## src/rtl/ps2_pkg.sv

```systemverilog
// Shared PS/2 definitions: receiver state encoding, frame geometry and line levels.
// Used by the receive framer, the keyboard decoder and the transmitter.
package ps2_pkg;

  typedef enum logic {
    IDLE = 1'b0,
    RECV = 1'b1
  } ps2_rx_state_e;

  localparam int unsigned FRAME_BITS = 11;
  localparam int unsigned DATA_BITS  = 8;
  // Index of the stop bit counted from the first bit after start (data 0..7, parity 8).
  localparam int unsigned LAST_BIT   = FRAME_BITS - 2;

  localparam logic START_BIT = 1'b0;
  localparam logic STOP_BIT  = 1'b1;

  // True when the vector carries an odd number of ones.
  function automatic logic odd_ones(input logic [DATA_BITS:0] v);
    return ^v;
  endfunction

endpackage

```

## src/rtl/ps2_rx_frame_if.sv

```systemverilog
// Byte handshake between the PS/2 receive framer and the keyboard decoder.
//   data_out    received byte, held until the next good frame
//   data_valid  level, high from frame completion until data_ack
//   data_ack    consumer takes data_out on any cycle with data_valid && data_ack
//   frame_error one-cycle pulse: bad stop bit, parity failure or timeout
//   overrun     one-cycle pulse: good frame completed while an unacked byte was pending
//   busy        framer is inside a frame
// master = framer side, slave = consumer side.
interface ps2_rx_frame_if;
  import ps2_pkg::*;

  logic [DATA_BITS-1:0] data_out;
  logic                 data_valid;
  logic                 data_ack;
  logic                 frame_error;
  logic                 overrun;
  logic                 busy;

  modport master (
    output data_out,
    output data_valid,
    input  data_ack,
    output frame_error,
    output overrun,
    output busy
  );

  modport slave (
    input  data_out,
    input  data_valid,
    output data_ack,
    input  frame_error,
    input  overrun,
    input  busy
  );

endinterface

```

## src/rtl/ps2_sync_filter.sv

```systemverilog
// Two-flop synchroniser, sample_en-qualified glitch filter and falling-edge pulse for one
// asynchronous PS/2 line.
//   clock_in   system clock
//   reset_n    asynchronous active-low reset; line and filter reset to idle-high
//   sample_en  sampling tick; the filter only advances on it
//   pin        raw asynchronous input
//   fall       one-cycle pulse when the filtered level flips 1 -> 0
module ps2_sync_filter #(
  parameter int unsigned FILTER_LEN = 4
) (
  input  logic clock_in,
  input  logic reset_n,
  input  logic sample_en,
  input  logic pin,
  output logic fall
);

  localparam int unsigned CW = $clog2(FILTER_LEN + 1);

  logic [1:0]    sync_q;
  logic          filt_q;
  logic [CW-1:0] cnt_q;
  logic          fall_q;

  always_ff @(posedge clock_in or negedge reset_n) begin
    if (!reset_n) begin
      sync_q <= 2'b11;
      filt_q <= 1'b1;
      cnt_q  <= '0;
      fall_q <= 1'b0;
    end else begin
      sync_q <= {sync_q[0], pin};
      fall_q <= 1'b0;
      if (sample_en) begin
        if (sync_q[1] != filt_q) begin
          // This sample is the FILTER_LEN-th consecutive one disagreeing: accept it.
          if (cnt_q >= CW'(FILTER_LEN - 1)) begin
            filt_q <= sync_q[1];
            cnt_q  <= '0;
            fall_q <= filt_q;
          end else begin
            cnt_q <= cnt_q + 1'b1;
          end
        end else begin
          cnt_q <= '0;
        end
      end
    end
  end

  assign fall = fall_q;

endmodule

```

## src/rtl/ps2_rx_frame.sv

```systemverilog
// PS/2 receive framer: filters ps2_clk, deserialises 11-bit frames on its falling edges and
// presents each good byte over a valid/ack handshake.
//   clock_in   system clock
//   reset_n    asynchronous active-low reset; discards any partial frame
//   sample_en  line sampling tick from the PS/2 clock divider
//   ps2_clk    raw PS/2 clock pin
//   ps2_data   raw PS/2 data pin
//   bus        ps2_rx_frame_if.master: data_out, data_valid, data_ack, frame_error,
//              overrun, busy
// Build option: define PS2_RX_PARITY_CHECK_EN to reject frames with even data+parity ones;
// otherwise the parity bit is captured but ignored.
module ps2_rx_frame
  import ps2_pkg::*;
#(
  parameter int unsigned FILTER_LEN    = 4,
  parameter int unsigned TIMEOUT_TICKS = 2000
) (
  input  logic           clock_in,
  input  logic           reset_n,
  input  logic           sample_en,
  input  logic           ps2_clk,
  input  logic           ps2_data,
  ps2_rx_frame_if.master bus
);

  localparam int unsigned TW = $clog2(TIMEOUT_TICKS + 1);

  logic                 clk_fall;
  logic [1:0]           data_sync_q;
  logic                 data_bit;
  logic                 frame_good;

  ps2_rx_state_e        state_q;
  logic [3:0]           bit_cnt_q;
  logic [DATA_BITS:0]   shift_q;
  logic [TW-1:0]        tick_cnt_q;
  logic [DATA_BITS-1:0] data_q;
  logic                 valid_q;
  logic                 err_q;
  logic                 ovr_q;

  ps2_sync_filter #(
    .FILTER_LEN (FILTER_LEN)
  ) u_clk_filter (
    .clock_in  (clock_in),
    .reset_n   (reset_n),
    .sample_en (sample_en),
    .pin       (ps2_clk),
    .fall      (clk_fall)
  );

  always_ff @(posedge clock_in or negedge reset_n) begin
    if (!reset_n) begin
      data_sync_q <= 2'b11;
    end else begin
      data_sync_q <= {data_sync_q[0], ps2_data};
    end
  end

  assign data_bit = data_sync_q[1];

  // Evaluated on the stop edge: shift_q then holds data (LSBs) and parity (MSB).
  always_comb begin
`ifdef PS2_RX_PARITY_CHECK_EN
    frame_good = (data_bit == STOP_BIT) && odd_ones(shift_q);
`else
    frame_good = (data_bit == STOP_BIT);
`endif
  end

  always_ff @(posedge clock_in or negedge reset_n) begin
    if (!reset_n) begin
      state_q    <= IDLE;
      bit_cnt_q  <= '0;
      shift_q    <= '0;
      tick_cnt_q <= '0;
      data_q     <= '0;
      valid_q    <= 1'b0;
      err_q      <= 1'b0;
      ovr_q      <= 1'b0;
    end else begin
      err_q <= 1'b0;
      ovr_q <= 1'b0;
      if (valid_q && bus.data_ack) begin
        valid_q <= 1'b0;
      end
      unique case (state_q)
        IDLE: begin
          tick_cnt_q <= '0;
          if (clk_fall && (data_bit == START_BIT)) begin
            state_q   <= RECV;
            bit_cnt_q <= '0;
          end
        end
        RECV: begin
          if (clk_fall) begin
            // An edge always wins over a timeout in the same cycle.
            tick_cnt_q <= '0;
            if (bit_cnt_q == 4'(LAST_BIT)) begin
              state_q <= IDLE;
              if (frame_good) begin
                data_q  <= shift_q[DATA_BITS-1:0];
                valid_q <= 1'b1;
                // An ack landing on the completion cycle consumed the old byte.
                ovr_q   <= valid_q && !bus.data_ack;
              end else begin
                err_q <= 1'b1;
              end
            end else begin
              shift_q   <= {data_bit, shift_q[DATA_BITS:1]};
              bit_cnt_q <= bit_cnt_q + 1'b1;
            end
          end else if (sample_en) begin
            if (tick_cnt_q >= TW'(TIMEOUT_TICKS - 1)) begin
              err_q      <= 1'b1;
              state_q    <= IDLE;
              tick_cnt_q <= '0;
            end else begin
              tick_cnt_q <= tick_cnt_q + 1'b1;
            end
          end
        end
        default: state_q <= IDLE;
      endcase
    end
  end

  assign bus.data_out    = data_q;
  assign bus.data_valid  = valid_q;
  assign bus.frame_error = err_q;
  assign bus.overrun     = ovr_q;
  assign bus.busy        = (state_q != IDLE);

endmodule
```

## src/flat_wrapper.sv

```systemverilog
// flat-port wrapper written by rule: the top's interface ports become plain ports
module ps2_rx_frame_flat import ps2_pkg::*;
#(
  parameter int unsigned FILTER_LEN    = 4,
  parameter int unsigned TIMEOUT_TICKS = 2000
)
  (clock_in, reset_n, sample_en, ps2_clk, ps2_data, bus_data_out, bus_data_valid, bus_data_ack, bus_frame_error, bus_overrun, bus_busy);
  ps2_rx_frame_if bus_i ();
  input  logic clock_in;
  input  logic reset_n;
  input  logic sample_en;
  input  logic ps2_clk;
  input  logic ps2_data;
  output wire logic [$bits(bus_i.data_out)-1:0] bus_data_out;
  output wire logic [$bits(bus_i.data_valid)-1:0] bus_data_valid;
  input wire logic [$bits(bus_i.data_ack)-1:0] bus_data_ack;
  output wire logic [$bits(bus_i.frame_error)-1:0] bus_frame_error;
  output wire logic [$bits(bus_i.overrun)-1:0] bus_overrun;
  output wire logic [$bits(bus_i.busy)-1:0] bus_busy;
  assign bus_data_out = bus_i.data_out;
  assign bus_data_valid = bus_i.data_valid;
  assign bus_i.data_ack = bus_data_ack;
  assign bus_frame_error = bus_i.frame_error;
  assign bus_overrun = bus_i.overrun;
  assign bus_busy = bus_i.busy;
  ps2_rx_frame #(.FILTER_LEN(FILTER_LEN), .TIMEOUT_TICKS(TIMEOUT_TICKS)) u_core (.clock_in(clock_in), .reset_n(reset_n), .sample_en(sample_en), .ps2_clk(ps2_clk), .ps2_data(ps2_data), .bus(bus_i));
endmodule
```

## config.mk

```make
export PLATFORM = sky130hd
export DESIGN_NAME = ps2_rx_frame_flat
export DESIGN_NICKNAME = d
export VERILOG_FILES = /design/src/rtl/ps2_pkg.sv /design/src/rtl/ps2_rx_frame_if.sv /design/src/rtl/ps2_sync_filter.sv /design/src/rtl/ps2_rx_frame.sv /design/src/flat_wrapper.sv
export SDC_FILE = /design/constraint.sdc
export NUM_CORES = 1
export LEC_CHECK = 0
export ABC_AREA = 1
export CAP_MARGIN = 10
export CELL_PAD_IN_SITES_DETAIL_PLACEMENT = 1
export CELL_PAD_IN_SITES_GLOBAL_PLACEMENT = 2
export CORE_UTILIZATION = 37
export DETAILED_ROUTE_END_ITERATION = 6
export PLACE_DENSITY = 0.79
export REMOVE_ABC_BUFFERS = 1
export SYNTH_ARGS = -nofsm -noshare
export SYNTH_HDL_FRONTEND = slang
export SYNTH_SLANG_ARGS = --single-unit
```

## constraint.sdc

```tcl
create_clock -name clock_in -period 2.28 [get_ports clock_in]
set_input_delay 0.684 -clock clock_in [delete_from_list [all_inputs] [get_ports clock_in]]
set_output_delay 0.684 -clock clock_in [all_outputs]
set_load 0.02 [all_outputs]
```

==> results of run 1 <==
[cell families after synthesis]
| logic type | synth area share |
|---|---|
| muxes | 0.00491 |
| adders and majority gates | 0.0307 |
| xor gates and xnor gates | 0.0215 |
| AOI/OAI and AO/OA | 0.0674 |
| buffers and inverters | 0.0834 |
| DFF | 0.555 |
| and+or+nand+nor | 0.237 |
[cell type report]
cell class | count | area (um2) | area share
clock inverter | 2 | 13.8 | 0.00580
multi-input combinational | 147 | 738 | 0.311
clock buffer | 6 | 82.6 | 0.0348
inverter | 34 | 129 | 0.0543
tap | 70 | 87.6 | 0.0369
timing repair buffer | 20 | 188 | 0.0791
sequential | 45 | 1130 | 0.478
[what timing repair did]
item,4_1_cts,5_1_grt
buffers inserted,0,0
resized for setup,0,1
hold buffers,0,0
setup endpoints to repair,0,1
[flip-flops by register name (all words and copies together) (netlist names), 2 cells and up]
signal and count:
u_core.bus.data_out 8, u_core.u_clk_filter.cnt_q 3, u_core.data_sync_q 2, u_core.bit_cnt_q 4, u_core.tick_cnt_q 11, u_core.shift_q 9
u_core.u_clk_filter.sync_q 2
[stage by stage]
step,hold slack (ps),setup slack [ps]
after floorplan,345,873
after global placement,346,369
after detailed placement,347,348
after CTS,361,50.6
after global routing,370,122
final,360,181
[synth_stat cells, types with 4 or more instances]
| library cell | count | area share |
|---|---|---|
| ha_1 | 5 | 0.031 |
| nand3_1 | 13 | 0.032 |
| nand2_1 | 61 | 0.11 |
| xor2_1 | 5 | 0.021 |
| dfstp_2 | 5 | 0.064 |
| o21ai_1 | 17 | 0.042 |
| a21oi_1 | 6 | 0.015 |
| inv_2 | 5 | 0.0092 |
| inv_1 | 27 | 0.050 |
| nand4_1 | 4 | 0.012 |
| nor2_1 | 19 | 0.035 |
| dfrtp_1 | 40 | 0.49 |
[path summary, 6_finish.rpt]
check                                           endpoint
hold reg to reg            u_core.u_clk_filter.sync_q[1]
max in group asynchronous                u_core.bus.busy
min in group asynchronous   u_core.u_clk_filter.cnt_q[2]
hold / removal             u_core.u_clk_filter.sync_q[1]
setup / recovery                                bus_busy
setup reg to reg                     u_core.bit_cnt_q[1]
[power groups by stage]
stage	sequential, W	combinational, W	clock [W]
floorplan	0.000982	0.000247	0
global placement	0.000992	0.000359	0
detailed placement	0.000995	0.000364	0
CTS	0.000980	0.000368	0.000547
global route	0.000995	0.000421	0.000581
finish	0.000980	0.000358	0.000521
[layout by cell type (no fill, tap or decap), drive strengths merged]
cell            n
nand2          63
dfrtp          40
inv            32
nor2           23
o21ai          19
clkdlybuf4s50  16
nand3          15
a21oi           6
clkbuf          6
xor2            5
ha              5
dfstp           5
nand4           4
buf             4
clkinv          4
nor3            3
o22ai           2
or2             1
mux2i           1
[metal layers]
metal / GRT usage / vias to the layer above / share of wire / wire (um)
li1: - / 764 / - / -
met4: 0.0462 / 0 / 0.0083 / 34
met5: 0 / - / 0 / 0
met3: 0.0431 / 5 / 0.027 / 109
met2: 0.259 / 12 / 0.47 / 1900
met1: 0.206 / 726 / 0.50 / 2040
==> impl_results.md, run 1 <==
- CTS tree: built
- Synth warn: 0
- Worst path depth: 1
- Asr flop ratio synth: 1.00
- Non-Filler Instances: 324
- Syn Area/Cell: 8.87 um2
- H-tree Lvls: 2
- Total CTS buffers: 5
- Worst EP arrival: 1420 ps
- GR Overflow Total: 0
- Net Switching: 0.000582 W
- Reg power frac: 0.527
- Comb power frac: 0.193
- CP top delay family: buffers and inverters
- Final setup TNS: 0 ps
- Final Skew: 8.19 ps
- Clk_lat worst skew: 290 ps
- Starting Density: 0.392
- Worst reg2reg setup slack: 660 ps
- Crit. Startpoint: u_core.bus.busy
- Bufs and invs on worst path: 1
- Clock Power Share: 0.280
- Slew Limit Fails: 0
- Vias in the first global route: 1571
- Worst min path class: reg2reg
- Layout area overhead: 16.2%
- Dpl hpwl: 2900 um
- Worst-case vdd ir drop: 0.494 mV
- Clk slew on worst S/H paths: 90 ps
- Layout cells sized above 1: 0.126
- Yosys cell types: 25
- Fin crit share: 0.921
- Total core area: 5200 um2
- HP Start: u_core.u_clk_filter.sync_q[0]
- Synthesized instance count: 230
- Switching share of power: 0.313
- Cell area after synthesis: 2040 um2
- RSZ-0062 raised after global routing: false
- P per Cell Area: 784 nW/um2
- # setup viols final: 0
- Seq cells post-synth: 45
- Via count: 1507
- R2R cell count: 7
- Worst-path cell chain: clkdlybuf4s50_1
- Sequential element share of the synthesized area: 0.555
- Die area: 5820 um2
- Cell Area, Placed: 2270 um2
- Rows: 26
- IO Count: 18
- Max-slew headroom: 0.622
- Largest stage delay on the critical path: 650 ps
- Power Internal: 0.00128 W
- Outcome: finished, final reports clean
- Routed WL: 4090 um
- First-pass GRT wire length: 7280 um
- Routed len/inst: 12.6 um
- CP startpoint kind: flip-flop
- Post-layout min period: 2100 ps
- CTS Buffer Depth: 2
- Input/output buffers: 17
- Initial antenna violation count: 0
- Largest net degree at the start of global routing: 46
- EDFF count, synth: 0
- Peak Freq: 0.476 GHz
- Die height: 76.3 um
- Pre-Repair DR Iteration Count: 4
- CP Capture Type: output port
- Via/cell ratio: 4.65
- Max Cap Viol: 0
- Leak pwr: 1.12 nW
- Drt drc: 0
- Fin util: 0.456
- # diodes: 0
- Worst endpoint required time: 1600 ps
- Crit-path slowest cell: clkdlybuf4s50_1
- Filler cells: 641
- Worst r2r src: u_core.bit_cnt_q[0]
- Final hold viol count: 0
- Root buffer cell: clkbuf_8
- Iter 0 DRT Violations: 59
- Synth Flop Type: dfrtp_1
- GRT Overall Usage: 0.159
- Placed Cells: 316
- Total Power: 0.00186 W
- ANT nets after route: 0
- Worst-Margin Slew: 567 ps
- # clock sinks: 45
- Routability cong.: 0.752
- Final Net Count: 264
- Die X: 76.3 um
- Hold Path Depth: 0
- Post-route design area: 2370 um2
- Crit Path Max Fanout: 6
- WS Path Type: reg2out
No activity file was read; power rests on OpenSTA's default activity.
==> run 2: changes to the inputs <==
--- a/config.mk
+++ b/config.mk
@@ -12,6 +12,7 @@
 export CORE_UTILIZATION = 37
 export DETAILED_ROUTE_END_ITERATION = 6
 export PLACE_DENSITY = 0.79
+export RECOVER_POWER = 50
 export REMOVE_ABC_BUFFERS = 1
 export SYNTH_ARGS = -nofsm -noshare
 export SYNTH_HDL_FRONTEND = slang
==> run 2 against run 1 <==
Setup slack about the same; global-route usage did not move; cell count stayed put; sequential power is essentially flat; worst hold slack is essentially flat.
==> impl_results.md, run 2 (synthesized netlist as in run 1, its figures left out) <==
- Outcome: finished, final reports clean (unchanged)
- CP top delay family: buffers and inverters (unchanged)
- HP Start: u_core.u_clk_filter.sync_q[0] (unchanged)
- Largest net degree at the start of global routing: 46 (unchanged)
- H-tree Lvls: 2 (unchanged)
- Total Power: 0.00186 W (about the same)
- Routability cong.: 0.752 (unchanged)
- Vias in the first global route: 1571 (unchanged)
- # setup viols final: 0 (unchanged)
- Filler cells: 642 (was 641)
- Clock Power Share: 0.281 (was 0.280)
- Largest stage delay on the critical path: 650 ps (about the same)
- Largest reg by FF count: u_core.tick_cnt_q (unchanged)
- GRT Overall Usage: 0.159 (unchanged)
- Fin crit share: 0.921 (about the same)
- First-pass GRT wire length: 7280 um (unchanged)
- Final hold viol count: 0 (unchanged)
- Post-cts sizing count: 0 (unchanged)
- WHS Endpoint: u_core.u_clk_filter.sync_q[1] (unchanged)
- Layout cells sized above 1: 0.122 (was 0.126)
- Total core area: 5200 um2 (unchanged)
- Final setup TNS: 0 ps (unchanged)
- Via count: 1506 (was 1507)
- WS Path Type: reg2out (unchanged)
- Crit. Startpoint: u_core.bus.busy (unchanged)
- P per Cell Area: 785 nW/um2 (was 784 nW/um2)
- Worst r2r src: u_core.bit_cnt_q[0] (unchanged)
- Clk slew on worst S/H paths: 90 ps (about the same)
- RSZ-0062 raised after global routing: false (unchanged)
- Power Internal: 0.00128 W (about the same)
- Worst reg2reg setup slack: 660 ps (about the same)
- Net Switching: 0.000582 W (about the same)
- Reg power frac: 0.528 (was 0.527)
- Clk_lat worst skew: 290 ps (about the same)
- Crit-path slowest cell: clkdlybuf4s50_1 (unchanged)
- FF+latch area: 1130 um2 (unchanged)
- # clock sinks: 45 (unchanged)
- R2r endpoint: u_core.bit_cnt_q[1] (unchanged)
- Starting Density: 0.392 (unchanged)
- Worst endpoint required time: 1600 ps (about the same)
- Comb power frac: 0.192 (was 0.193)
- Worst EP arrival: 1420 ps (about the same)
- Total CTS buffers: 5 (unchanged)
- Post-CTS Repair Setup Buffers: 0 (unchanged)
- Worst-path cell chain: clkdlybuf4s50_1 (unchanged)
- CTS Buffer Depth: 2 (unchanged)
- Hold Path Depth: 0 (unchanged)
- Number of flip-flops in the largest register: 11 (unchanged)
- Most common cell after layout, fill and taps aside: nand2_1 (unchanged)
- Via/cell ratio: 4.65 (about the same)
- Routed WL: 4080 um (was 4090 um)
- Most frequent cells in the layout: nand2_1, dfrtp_1, inv_1, nor2_1, o21ai_1 (unchanged)
- CP Capture Type: output port (unchanged)
- CTS tree: built (unchanged)
- Die height: 76.3 um (unchanged)
- Rows: 26 (unchanged)
- Root buffer cell: clkbuf_8 (unchanged)
- Input/output buffers: 17 (unchanged)
- Pre-Repair DR Iteration Count: 4 (unchanged)
- Routed len/inst: 12.6 um (about the same)
- Peak Freq: 0.476 GHz (about the same)
- ANT nets after route: 0 (unchanged)
- Iter 0 DRT Violations: 59 (unchanged)
- Layout area overhead: 15.9% (was 16.2%)
- Max Cap Viol: 0 (unchanged)
- Die area: 5820 um2 (unchanged)
- R2R cell count: 7 (unchanged)
- Slew Limit Fails: 0 (unchanged)
- Post-layout min period: 2100 ps (about the same)
- IO Count: 18 (unchanged)
- Bufs and invs on worst path: 1 (unchanged)
- Initial antenna violation count: 0 (unchanged)
- CP startpoint kind: flip-flop (unchanged)
- Final Net Count: 264 (unchanged)
- Die X: 76.3 um (unchanged)
- Max-slew headroom: 0.257 (was 0.622)
- Final Skew: 8.19 ps (about the same)
- Leak pwr: 1.11 nW (was 1.12 nW)
- Drt drc: 0 (unchanged)
- Crit Path Max Fanout: 6 (unchanged)
- Multi-input gate area: 738 um2 (unchanged)
- Hold buffers post-CTS: 0 (unchanged)
- Worst min path class: reg2reg (unchanged)
- Worst-case vdd ir drop: 0.492 mV (was 0.494 mV)
- Dpl hpwl: 2900 um (unchanged)
- Switching share of power: 0.313 (about the same)
- # diodes: 0 (unchanged)
- Worst-Margin Slew: 1120 ps (was 567 ps)
- GR Overflow Total: 0 (unchanged)
- Worst path depth: 1 (unchanged)
==> run 2: stage by stage <==
step | util | setup WS, ps | hold slack (ps) | instances | instance area (um2)
finish | 0.455 | 181 | 360 | 324 | 2370
global route | 0.455 | 122 | 370 | 324 | 2370
CTS | 0.456 | 50.6 | 361 | 324 | 2370
detailed placement | 0.437 | 348 | 347 | 316 | 2270
global placement | 0.437 | 369 | 346 | 316 | 2270
floorplan | - | 873 | 345 | 226 | 2000
==> run 2: how the worst max path moves through the flow <==
| stage | end | slack (ps) |
|---|---|---|
| floorplan | u_core.bit_cnt_q[1] | 870 |
| global placement | u_core.tick_cnt_q[6] | 370 |
| detailed placement | u_core.tick_cnt_q[8] | 350 |
| CTS | bus_busy | 50 |
| global route | bus_busy | 120 |
| finish | bus_busy | 180 |
==> run 2: metal layers <==
| metal | share of wire | wire length [um] | track usage | vias to the layer above |
|---|---|---|---|---|
| met3 | 0.027 | 109 | 0.0431 | 5 |
| met1 | 0.50 | 2040 | 0.206 | 725 |
| met4 | 0.0083 | 34 | 0.0462 | 0 |
| met2 | 0.47 | 1900 | 0.259 | 12 |
| li1 | - | - | - | 764 |
| met5 | 0 | 0 | 0 | - |
==> run 2: layout make-up <==
cell class	count	share of cell area
sequential	45	0.479
multi-input combinational	147	0.312
timing repair buffer	20	0.0767
inverter	34	0.0545
tap	70	0.0370
clock buffer	6	0.0349
clock inverter	2	0.00582
==> run 2: worst reg2reg max path, delay by kind of cell, from the launching register on <==
family	cells	cell delay [ps]
DFF	1	410
AOI/OAI and AO/OA	1	70
and+or+nand+nor	4	710
buffers and inverters	1	120
adders and majority gates	1	210
==> run 2: power by group through the flow <==
stage | combinational, W | sequential, W | clock (W)
6_report | 0.000356 | 0.000980 | 0.000521
5_1_grt | 0.000419 | 0.000995 | 0.000581
4_1_cts | 0.000368 | 0.000980 | 0.000547
3_5_place_dp | 0.000364 | 0.000995 | 0
3_3_place_gp | 0.000359 | 0.000992 | 0
2_1_floorplan | 0.000247 | 0.000982 | 0
